**src/rtl/seq_mul_div.sv**
```systemverilog
// rtl/seq_mul_div.sv - radix-2 iterative unsigned multiplier / restoring divider
module seq_mul_div #(
  parameter int WIDTH = 16
) (
  input  logic             Clock,
  input  logic             Reset,
  input  logic             Start,
  input  logic             Op,
  input  logic [WIDTH-1:0] A,
  input  logic [WIDTH-1:0] B,
  output logic             Busy,
  output logic             Done,
  output logic [WIDTH-1:0] Result,
  output logic [WIDTH-1:0] ResultHi,
  output logic             DivZero
);

  localparam int CW = $clog2(WIDTH);
  localparam logic [CW-1:0] LAST = CW'(WIDTH - 1);

  typedef enum logic [1:0] {
    IDLE = 2'd0,
    CALC = 2'd1,
    DONE = 2'd2
  } state_t;

  state_t           state, state_nxt;
  logic [CW-1:0]    cnt;
  logic             op_reg;
  logic [WIDTH-1:0] b_reg;
  logic [WIDTH-1:0] hi, lo;
  logic [WIDTH-1:0] hi_nxt, lo_nxt;
  logic [WIDTH:0]   mul_sum;
  logic [WIDTH:0]   div_rem;
  logic [WIDTH-1:0] div_diff;
  logic             div_ge;
  logic             div_by_zero;

  assign div_by_zero = Op && (B == '0);

  always_ff @(posedge Clock or negedge Reset) begin
    if (!Reset) state <= IDLE;
    else        state <= state_nxt;
  end

  always_comb begin
    state_nxt = state;
    Busy      = 1'b0;
    Done      = 1'b0;
    case (state)
      IDLE: if (Start) state_nxt = div_by_zero ? DONE : CALC;
      CALC: begin
        Busy = 1'b1;
        if (cnt == LAST) state_nxt = DONE;
      end
      DONE: begin
        Done      = 1'b1;
        state_nxt = IDLE;
      end
      default: state_nxt = IDLE;
    endcase
  end

  // One iteration of either algorithm; {hi, lo} holds {Hi, Lo} or {R, Q}.
  always_comb begin
    mul_sum  = {1'b0, hi} + (lo[0] ? {1'b0, b_reg} : '0);
    div_rem  = {hi, lo[WIDTH-1]};
    div_ge   = (div_rem >= {1'b0, b_reg});
    // Remainder after subtraction is always below the divisor, so WIDTH bits suffice.
    div_diff = div_rem[WIDTH-1:0] - b_reg;
    if (op_reg) begin
      hi_nxt = div_ge ? div_diff : div_rem[WIDTH-1:0];
      lo_nxt = {lo[WIDTH-2:0], div_ge};
    end else begin
      hi_nxt = mul_sum[WIDTH:1];
      lo_nxt = {mul_sum[0], lo[WIDTH-1:1]};
    end
  end

  always_ff @(posedge Clock or negedge Reset) begin
    if (!Reset) begin
      cnt      <= '0;
      op_reg   <= 1'b0;
      b_reg    <= '0;
      hi       <= '0;
      lo       <= '0;
      Result   <= '0;
      ResultHi <= '0;
      DivZero  <= 1'b0;
    end else begin
      case (state)
        IDLE: begin
          if (Start) begin
            op_reg  <= Op;
            b_reg   <= B;
            cnt     <= '0;
            hi      <= '0;
            lo      <= A;
            DivZero <= div_by_zero;
            if (div_by_zero) begin
              Result   <= '1;
              ResultHi <= A;
            end
          end
        end
        CALC: begin
          hi  <= hi_nxt;
          lo  <= lo_nxt;
          cnt <= cnt + 1'b1;
          if (cnt == LAST) begin
            Result   <= lo_nxt;
            ResultHi <= hi_nxt;
          end
        end
        default: ;
      endcase
    end
  end

endmodule

```
**config.mk**
```make
export PLATFORM = sky130hd
export DESIGN_NAME = seq_mul_div
export DESIGN_NICKNAME = d
export VERILOG_FILES = /design/src/rtl/seq_mul_div.sv
export SDC_FILE = /design/constraint.sdc
export NUM_CORES = 1
export LEC_CHECK = 0
export BUFFER_PORTS_ARGS = -buffer_cell sky130_fd_sc_hd__buf_2
export CAP_MARGIN = 10
export CORE_UTILIZATION = 25
export CTS_BUF_LIST = sky130_fd_sc_hd__clkbuf_16
export DETAILED_ROUTE_END_ITERATION = 10
export PLACE_DENSITY = 0.53
export SLEW_MARGIN = 20
export SYNTH_ARGS = -nofsm -noshare
export SYNTH_HDL_FRONTEND = slang
export SYNTH_SLANG_ARGS = --single-unit
```
**constraint.sdc**
```tcl
create_clock -name Clock -period 2.95 [get_ports Clock]
set_input_delay 0.4425 -clock Clock [delete_from_list [all_inputs] [get_ports Clock]]
set_output_delay 0.4425 -clock Clock [all_outputs]
set_load 0.1 [all_outputs]
```
Yosys cells after proc, flatten, opt, wreduce, memory -nomap -nowiden --
Index checks and enable logic that the tools add are counted.
Word-level totals: register bits after elaboration 88, bits of input ports 36, output and inout bits 35
Operators by class: $add $sub $neg 3, magnitude comparators 1, equality and inequality tests 6, muxes and demuxes 24, reduce and logical (&&, ||, !) cells 8
Operator list (number):
- $mux 16 | 12
- $pmux 16 s2 | 4
- $add 16x16->17 | 1
- $ge 17x16->1 | 1
- $logic_not 16->1 | 1
- $sub 16x16->16 | 1
- $pmux 4 s2 | 1
- $mux 2 | 3
- $ne 2x2->1 const B | 3
- $reduce_and 2->1 | 3
- $add 4x1->4 const B | 1
- $eq 4x4->1 const B | 1
- $mux 4 | 1
- $pmux 2 s2 | 1
- $reduce_and 4->1 | 1
- $eq 2x1->1 const B | 1
- $eq 2x2->1 const B | 1
- $logic_not 2->1 | 1
- $mux 1 | 2
- $reduce_bool 2->1 | 1
- $logic_and 1x1->1 | 1

Depth between registers and ports, before layout --
Gate-level depths: netlist (run 1).
depth after elaboration 5, mapped depth 11

Worst setup path after synthesis (run 1) --
OpenSTA, ideal clock, no wires.
kind register to register, start point register lo[0], end point register ResultHi[11], setup time 0.078 ns, data arrival time 2.530 ns, data required time 2.872 ns, setup slack 0.342 ns, stages on the path, launching flop included 12, buffers on the path 1, cells stage by stage dfrtp_1 > clkbuf_1 > and2_1 > ha_1 > fa_1 > a211oi_1 > nor2_1 > a41oi_1 > a2111oi_0 > a221oi_2 > o211ai_1 > a21oi_1
On the way: cells in the longest elaborated chain, start to end 5
Ends and longest elaborated chain:
- start: declaration | line 31 | logic [WIDTH-1:0] hi, lo;
- start signal: assignment | line 108 | lo <= lo_nxt;
- $mux 16 | line 66 | mul_sum = {1'b0, hi} + (lo[0] ? {1'b0, b_reg} : '0);
- $add 16x16->17 | line 66
- $mux 16 | line 71 | if (op_reg) begin
- $mux 16 | line 110 | if (cnt == LAST) begin
- $pmux 16 s2 | line 91 | case (state)
- end signal: assignment | line 112 | ResultHi <= hi_nxt;
- end: declaration | line 14 | output logic [WIDTH-1:0] ResultHi,
No other way between the ends. The select of a mux whose other input is x is not followed. A chain may end at the register's enable or synchronous reset.

Worst setup path in the final report (run 1) --
start point register lo[0], end point register ResultHi[15]
Same word-level chain as after synthesis.

==> flow_summary.ini, run 1 <==
[outcome]
status = completed

[sta]
setup_viol = 0
worstMarginPinSlew_ns = 0.6448
finalHoldViolCount = 0
min_period_over_period = 0.9517
rsz0062_at_grt = true
fmax_mhz = 356.2
fin_skew_ns = 0.007640
slew_headroom = 0.5701
report.final.slew_viol_count = 0
post-route-min-period_ns = 2.807
tns_ns = 0

[placement]
io_buffer_count = 70
gp_congestion = 0.8790
placed_cells = 1041
hpwl_um = 14110
postPlaceCellArea_um2 = 6673

[floorplanning]
start_util = 0.2554
fp.dieH_um = 154.3
coreArea_um2 = 22710
dieArea_um2 = 23810
rows = 55
ios = 71
die_w_um = 154.3

[global_routing]
grt_pass1_vias = 5388
antenna_found_initial = 0
grt-ovfl-total = 0
grt_max_degree = 46
grt_pass1_wl_um = 30040
grt_usage = 0.1632

[cts]
cts_tree = yes
clockBufferDepth = 2
htree_levels = 3
clkSinkCount = 88
clk_latency_ns = 0.35
clkTransAtPathRegs_ns = 0.07
root_buffer = clkbuf_16
postCtsSetupBuffers = 0
hold_buffers = 0
numCtsBuffers = 9

[setup_path]
reg2reg_setup_slack_ns = 0.14
worstPathMaxFanout = 14
r2r_end = ResultHi[15]
criticalPathCategory = reg -> reg
startpoint_type = flop
crit_required_ns = 3.23
rr_startpoint = lo[0]
crit_path_end_kind = flop
cp-startpoint = lo[0]
arrival_ns = 3.08
r2r_cells = 10

[yosys]
seq_area_frac_synth = 0.3797
synth_seq_cells = 88
synth-warning-count = 0
syn_nets = 754
synth_cell_types = 65
synth-edff-count = 0
synth_area_um2 = 5799
syn_inst = 683
ys.flop_type = dfrtp_1
synth-async-reset-ratio = 1.000
avgSynthCellArea_um2 = 8.491

[final_layout]
antenna_cells = 0
drive_above_1_share = 0.1948
multiInputGateArea_um2 = 3398
fin_cells = 1055
fillers = 2403
fin_nets = 838
regArea_um2 = 2203
syn_to_final_growth_pct = 21.57
stdcell_area_um2 = 7051

[worst_hold_path]
hp-class = in -> async

[routing]
drt_iter0_markers = 383
wl_per_cell_um = 17.69
drc = 0
routed_wl_um = 18660
ant_nets = 0
viasPerCell = 5.111
route.vias.total = 5392
dr.pass1.iters = 5

[job]
drv_cap = 0
logic make-up after synthesis:
group                    synth area share
XOR/XNOR                          0.02718
flip-flops                         0.3797
multiplexers                      0.03215
adder cells (fa/ha/maj)           0.07810
AND/OR/NAND/NOR                    0.1845
AO/OA/AOI/OAI                      0.2518
buffers and inverters             0.04660
metrics by stage:
step,setup slack (ns),util,hold slack [ns]
3_3_place_gp,0.05757,0.2938,0.4726
3_5_place_dp,0.04911,0.2938,0.4860
5_1_grt,-0.007160,0.3105,0.1555
2_1_floorplan,0.3419,-,0.1469
4_1_cts,0.02093,0.3074,0.1418
6_report,0.1425,0.3105,0.1062
final cells by class:
type	count	share of cell area
tap	285	0.05058
clock buffer	9	0.03194
clock inverter	5	0.01189
multi-input combinational	528	0.4820
inverter	32	0.01704
timing repair buffer	108	0.09406
sequential	88	0.3125
cell usage in the layout (no fill, tap or decap), types with 10 or more instances in the layout:
| cell type | instances |
|---|---|
| nand2_1 | 94 |
| dfrtp_1 | 87 |
| buf_2 | 69 |
| nor2_1 | 51 |
| a21oi_1 | 45 |
| o21ai_0 | 42 |
| buf_4 | 37 |
| ha_1 | 31 |
| inv_1 | 30 |
| a31oi_1 | 26 |
| and2_1 | 22 |
| o21ai_1 | 18 |
| nor3_1 | 14 |
| nand3_1 | 13 |
| mux2i_1 | 13 |
| a21o_1 | 12 |
| a211oi_1 | 10 |
| and3_1 | 10 |
| xnor2_1 | 10 |
cells in the mapped netlist (all sizes together), types with 11 or more instances:
| master | number | area [um^2] |
|---|---|---|
| a211oi | 11 | 82.58 |
| a21o | 12 | 90.09 |
| a21oi | 49 | 249.0 |
| a31oi | 27 | 175.2 |
| and2 | 22 | 137.6 |
| buf | 11 | 60.06 |
| clkbuf | 24 | 90.09 |
| dfrtp | 88 | 2202 |
| ha | 33 | 412.9 |
| inv | 31 | 116.4 |
| mux2i | 13 | 130.1 |
| nand2 | 94 | 352.8 |
| nand3 | 13 | 65.06 |
| nor2 | 53 | 198.9 |
| nor3 | 14 | 70.07 |
| o21ai | 60 | 300.3 |
worst max-delay path, cell delays in order, from the launching register on:
cell and delay, ns:
dfrtp_1 0.44, buf_4 0.21, and2_1 0.17, ha_2 0.41
and4_2 0.31, a21boi_1 0.23, a41oi_2 0.11, a21oi_2 0.24
nand2_1 0.11, a2111o_1 0.37, o21ai_1 0.13
routing by layer:
metal  global-route usage  vias up  wire, um
met5                    0        -         0
met1               0.2044     2615      8195
li1                     -     2644         -
met4              0.06412        0       487
met2               0.2807      105      9277
met3              0.02606       28       702
worst max path at each step:
stage | cells past startpoint | to
CTS | 10 | ResultHi[11]
global route | 10 | ResultHi[11]
floorplan | 11 | ResultHi[11]
global placement | 10 | ResultHi[11]
finish | 10 | ResultHi[15]
detailed placement | 10 | ResultHi[11]
what timing repair did:
| action | in CTS | in global routing |
|---|---|---|
| hold endpoints to repair | 0 | 0 |
| resized for setup | 0 | 17 |
| setup endpoints to repair | 0 | 20 |
Power of run 1 is not shown: default switching activity piles up to over one toggle a cycle in this logic, so the estimate is an artifact.
==> run 2: changes to the inputs <==
--- a/config.mk
+++ b/config.mk
@@ -5,6 +5,7 @@
 export SDC_FILE = /design/constraint.sdc
 export NUM_CORES = 1
 export LEC_CHECK = 0
+export ABC_AREA = 1
 export BUFFER_PORTS_ARGS = -buffer_cell sky130_fd_sc_hd__buf_2
 export CAP_MARGIN = 10
 export CORE_UTILIZATION = 25
==> flow_summary.ini, run 2 <==
[yosys]
syn_inst = 874
avgSynthCellArea_um2 = 7.012
synthTopCellsByCount = 268 x nand2_1, 107 x inv_1, 88 x dfrtp_1, 69 x a21oi_1, 67 x o21ai_0
syn_nets = 945
synthMostInstantiatedCell = nand2_1
synth-async-reset-ratio = 1.000
synth-edff-count = 0
synth_area_leader_cell = dfrtp_1
synth_area_um2 = 6128
ys.flop_type = dfrtp_1
synth_cell_types = 42
synth_top_area_share = 0.3593
synth-warning-count = 0
synth_area_leaders = dfrtp_1 36%, nand2_1 16%, ha_1 6.7%, inv_1 6.6%, a21oi_1 5.6%
seq_area_frac_synth = 0.3593
synth_seq_cells = 88

[routing]
route.vias.total = 5902
routed_wl_um = 19950
ant_nets = 0
viasPerCell = 4.680
drc = 0
wl_per_cell_um = 15.82
dr.pass1.iters = 9
drt_iter0_markers = 488

[outcome]
status = completed

[global_routing]
grt_usage = 0.1689
grt_max_degree = 47
grt-ovfl-total = 0
grt_pass1_vias = 5597
grt_pass1_wl_um = 31910
antenna_found_initial = 0

[cts]
clkTransAtPathRegs_ns = 0.07
root_buffer = clkbuf_16
htree_levels = 3
hold_buffers = 0
clk_latency_ns = 0.36
clockBufferDepth = 2
cts_tree = yes
postCtsSetupBuffers = 0
numCtsBuffers = 9
clkSinkCount = 88

[setup_path]
reg2reg_setup_slack_ns = 0.37
path_common_cell = nand2_1
slowest_delay_ns = 0.58
crit_slowest_cell = dfrtp_2
crit_family = simple AND/OR/NAND/NOR gates
path_buf_inv = 1
worstPathMaxFanout = 18
path_cells = nand2_1, inv_1, ha_1, fa_1, nand3_1, nand2_1, nand2_1, nand2_1, nand2_1, nand2_1, nand2_1, nand3_1, nand2_1, o21bai_1, a21oi_1
crit_path_end_kind = flop
startpoint_type = flop
crit_required_ns = 3.19
criticalPathCategory = reg -> reg
arrival_ns = 2.82

[floorplanning]
die_w_um = 158.6
rows = 56
ios = 71
start_util = 0.2580
coreArea_um2 = 23750
dieArea_um2 = 25140
fp.dieH_um = 158.6

[sta]
tns_ns = 0
finalHoldViolCount = 0
worstMarginPinSlew_ns = 0.8139
fmax_mhz = 387.2
finalWorstSetupSlack_ns = 0.3674
setup_viol = 0
rsz0062_at_grt = false
fin_skew_ns = 0.005966
post-route-min-period_ns = 2.583
report.final.slew_viol_count = 0
slew_headroom = 0.4574
min_period_over_period = 0.8754

[final_layout]
antenna_cells = 0
drive_above_1_share = 0.1486
fin_nets = 1008
regArea_um2 = 2203
fillers = 2654
utilization = 0.2990
syn_to_final_growth_pct = 15.88
fin_cells = 1261
final_common_cell = nand2_1
final_cell_mix = 268 x nand2_1, 107 x inv_1, 87 x dfrtp_1
multiInputGateArea_um2 = 3334

[placement]
pre_cts_slack_ns = 0.2854
gp_congestion = 0.8965
hpwl_um = 15370
placed_cells = 1245
io_buffer_count = 70

[worst_hold_path]
hp-class = in -> async

[job]
drv_cap = 0
[run 2: changes by cell type in the layout (fill, tap and decap cells not counted), moves of 10 or more]
| cell | before | now |
|---|---|---|
| a21o_1 | 12 | 2 |
| a21oi_1 | 45 | 69 |
| a31oi_1 | 26 | 0 |
| and2_1 | 22 | 1 |
| and3_1 | 10 | 0 |
| buf_4 | 37 | 13 |
| inv_1 | 30 | 107 |
| mux2i_1 | 13 | 0 |
| nand2_1 | 94 | 268 |
| nand3_1 | 13 | 54 |
| o21ai_0 | 42 | 67 |
| o21ai_1 | 18 | 2 |
[run 2: layout make-up]
class	instances	area share
timing repair buffer	83	0.06519
inverter	115	0.06096
tap	319	0.05620
multi-input combinational	640	0.4695
clock buffer	9	0.03171
sequential	88	0.3103
clock inverter	7	0.006166
[run 2: what timing repair did]
item / 4_1_cts / 5_1_grt
endpoints found under the setup margin: 0 / 8
hold endpoints to repair: 0 / 0
gates resized for setup: 0 / 1
[run 2: routing by layer]
layer  vias up  part of all wire  wire length (um)  track usage
met1      2786              0.50              9874       0.2414
met2       150              0.45              9037       0.2661
met5         -                 0                 0            0
met3        21             0.044               872      0.03239
li1       2945                 -                 -            -
met4         0            0.0080               160      0.02656
[run 2: stage by stage]
stage                     area, um^2  hold slack, ns
after floorplan                 6128          0.1469
after global placement          6832          0.4609
after detailed placement        6832          0.4642
after CTS                       7101          0.1277
after global routing            7102          0.1412
final                           7102         0.08745
[run 2: worst paths after layout]
path	from	end	depth (start not counted)
min	Reset	Result[12]	1
max reg2reg	lo[0]	ResultHi[7]	15
min in group Clock	B[3]	b_reg[3]	3
max	lo[0]	ResultHi[7]	15
min reg2reg	Result[1]	Result[1]	2
max in group asynchronous	Reset	lo[0]	2
[run 2: cells by family after synthesis]
family / synth area share
buffers and inverters: 0.09739
and+or+nand+nor: 0.2962
xor gates and xnor gates: 0.01858
AOI/OAI and AO/OA: 0.1546
adders and majority gates: 0.07391
DFF: 0.3593
Power of run 2 is left out for the same reason.
==> run 3: changes to the inputs <==
==> constraint.sdc (replaced) <==
create_clock -name Clock -period 2.68 [get_ports Clock]
set_input_delay 0.402 -clock Clock [delete_from_list [all_inputs] [get_ports Clock]]
set_output_delay 0.402 -clock Clock [all_outputs]
set_load 0.1 [all_outputs]
==> flow_summary.ini, run 3 (synthesized netlist as in run 2, its figures left out) <==
[setup_path]
path_cells = nand2_1, inv_1, ha_1, fa_1, nand3_1, nand2_1, nand2_1, nand2_1, nand3_1, nand2_1, nand2_1, nand3_1, nand2_1, nand2_1, a21oi_1
startpoint_type = flop
crit_slowest_cell = dfrtp_2
reg2reg_setup_slack_ns = 0.29
cp-startpoint = lo[0]
worstPathMaxFanout = 18
rr_startpoint = lo[0]
crit_path_end_kind = flop
path_buf_inv = 1
path_common_cell = nand2_1
arrival_ns = 2.67
slowest_delay_ns = 0.54
crit_required_ns = 2.96
criticalPathCategory = reg -> reg
crit_family = simple AND/OR/NAND/NOR gates

[sta]
fin_skew_ns = 0.005176
report.final.slew_viol_count = 0
setup_viol = 0
finalHoldViolCount = 0
tns_ns = 0
rsz0062_at_grt = false
finalWorstSetupSlack_ns = 0.2901
post-route-min-period_ns = 2.390
min_period_over_period = 0.8917
worstMarginPinSlew_ns = 0.6264
slew_headroom = 0.5824
fmax_mhz = 418.4

[job]
drv_cap = 0

[floorplanning]
coreArea_um2 = 23750
die_w_um = 158.6
ios = 71
rows = 56
start_util = 0.2580
fp.dieH_um = 158.6
dieArea_um2 = 25140

[routing]
met1_length_um = 9327
wl_met3_um = 1014
wl_per_cell_um = 15.40
highest_layer = met4
route.vias.total = 5863
wl_met2_um = 8977
ant_nets = 0
drt_iter0_markers = 422
dr.pass1.iters = 5
viasPerCell = 4.617
drc = 0
routed_wl_um = 19560

[global_routing]
grt_pass1_vias = 5724
grt_max_degree = 47
antenna_found_initial = 0
grt_usage = 0.1647
grt_pass1_wl_um = 31130
grt-ovfl-total = 0

[final_layout]
fillers = 2635
final_common_cell = nand2_1
antenna_cells = 0
syn_to_final_growth_pct = 17.60
fin_nets = 1017
final_cell_mix = 268 x nand2_1, 107 x inv_1, 87 x dfrtp_1
drive_above_1_share = 0.1556

[placement]
pre_cts_slack_ns = 0.1893
io_buffer_count = 70
gp_congestion = 0.9351
hpwl_um = 15330

[cts]
cts_tree = yes
clk_latency_ns = 0.35
clockBufferDepth = 2
htree_levels = 3
clkSinkCount = 88
postCtsSetupBuffers = 0
numCtsBuffers = 9
clkTransAtPathRegs_ns = 0.07
root_buffer = clkbuf_16

[outcome]
status = completed

[worst_hold_path]
hp-class = in -> async
-- run 3: cell count changes in the layout (fill, tap and decap cells not counted), sizes merged --
cell,before,now
clkinvlp,1,0
buf,83,92
bufinv,0,1
-- run 3: layer usage --
layer | vias up | global-route usage
met5 | - | 0
met4 | 0 | 0.04075
met3 | 19 | 0.02749
met2 | 148 | 0.2688
met1 | 2726 | 0.2249
li1 | 2970 | -
-- run 3: repair_timing --
item | CTS | global route
endpoints found under the hold margin | 0 | 0
gates resized for setup | 0 | 1
hold buffers | 0 | 0
endpoints found under the setup margin | 0 | 20
-- run 3: final cells by class --
cell class              count  area, um^2  share of cell area
clock inverters             7       68.82            0.009549
multi-input cells         640        3334              0.4627
clock buffers               9       225.2             0.03125
well taps                 319       399.1             0.05538
inverters                 115       432.9             0.06007
flip-flops and latches     88        2203              0.3057
repair buffers             92       543.0             0.07535
-- run 3: path summary, 6_finish.rpt --
check | to | cells past startpoint
max in group asynchronous | lo[0] | 2
max | ResultHi[13] | 15
min reg2reg | Result[1] | 2
min | Result[12] | 1
min in group Clock | op_reg | 3
max reg2reg | ResultHi[13] | 15
-- run 3: stage by stage --
step | instance area (um^2) | hold slack [ns] | std cells | utilization
after floorplan | 6128 | 0.1064 | 874 | -
after global placement | 6912 | 0.4602 | 1254 | 0.2910
after detailed placement | 6912 | 0.4606 | 1254 | 0.2910
after CTS | 7206 | 0.07593 | 1270 | 0.3034
after global routing | 7207 | 0.1028 | 1270 | 0.3034
final | 7207 | 0.06259 | 1270 | 0.3034
Power of run 3 is left out for the same reason.
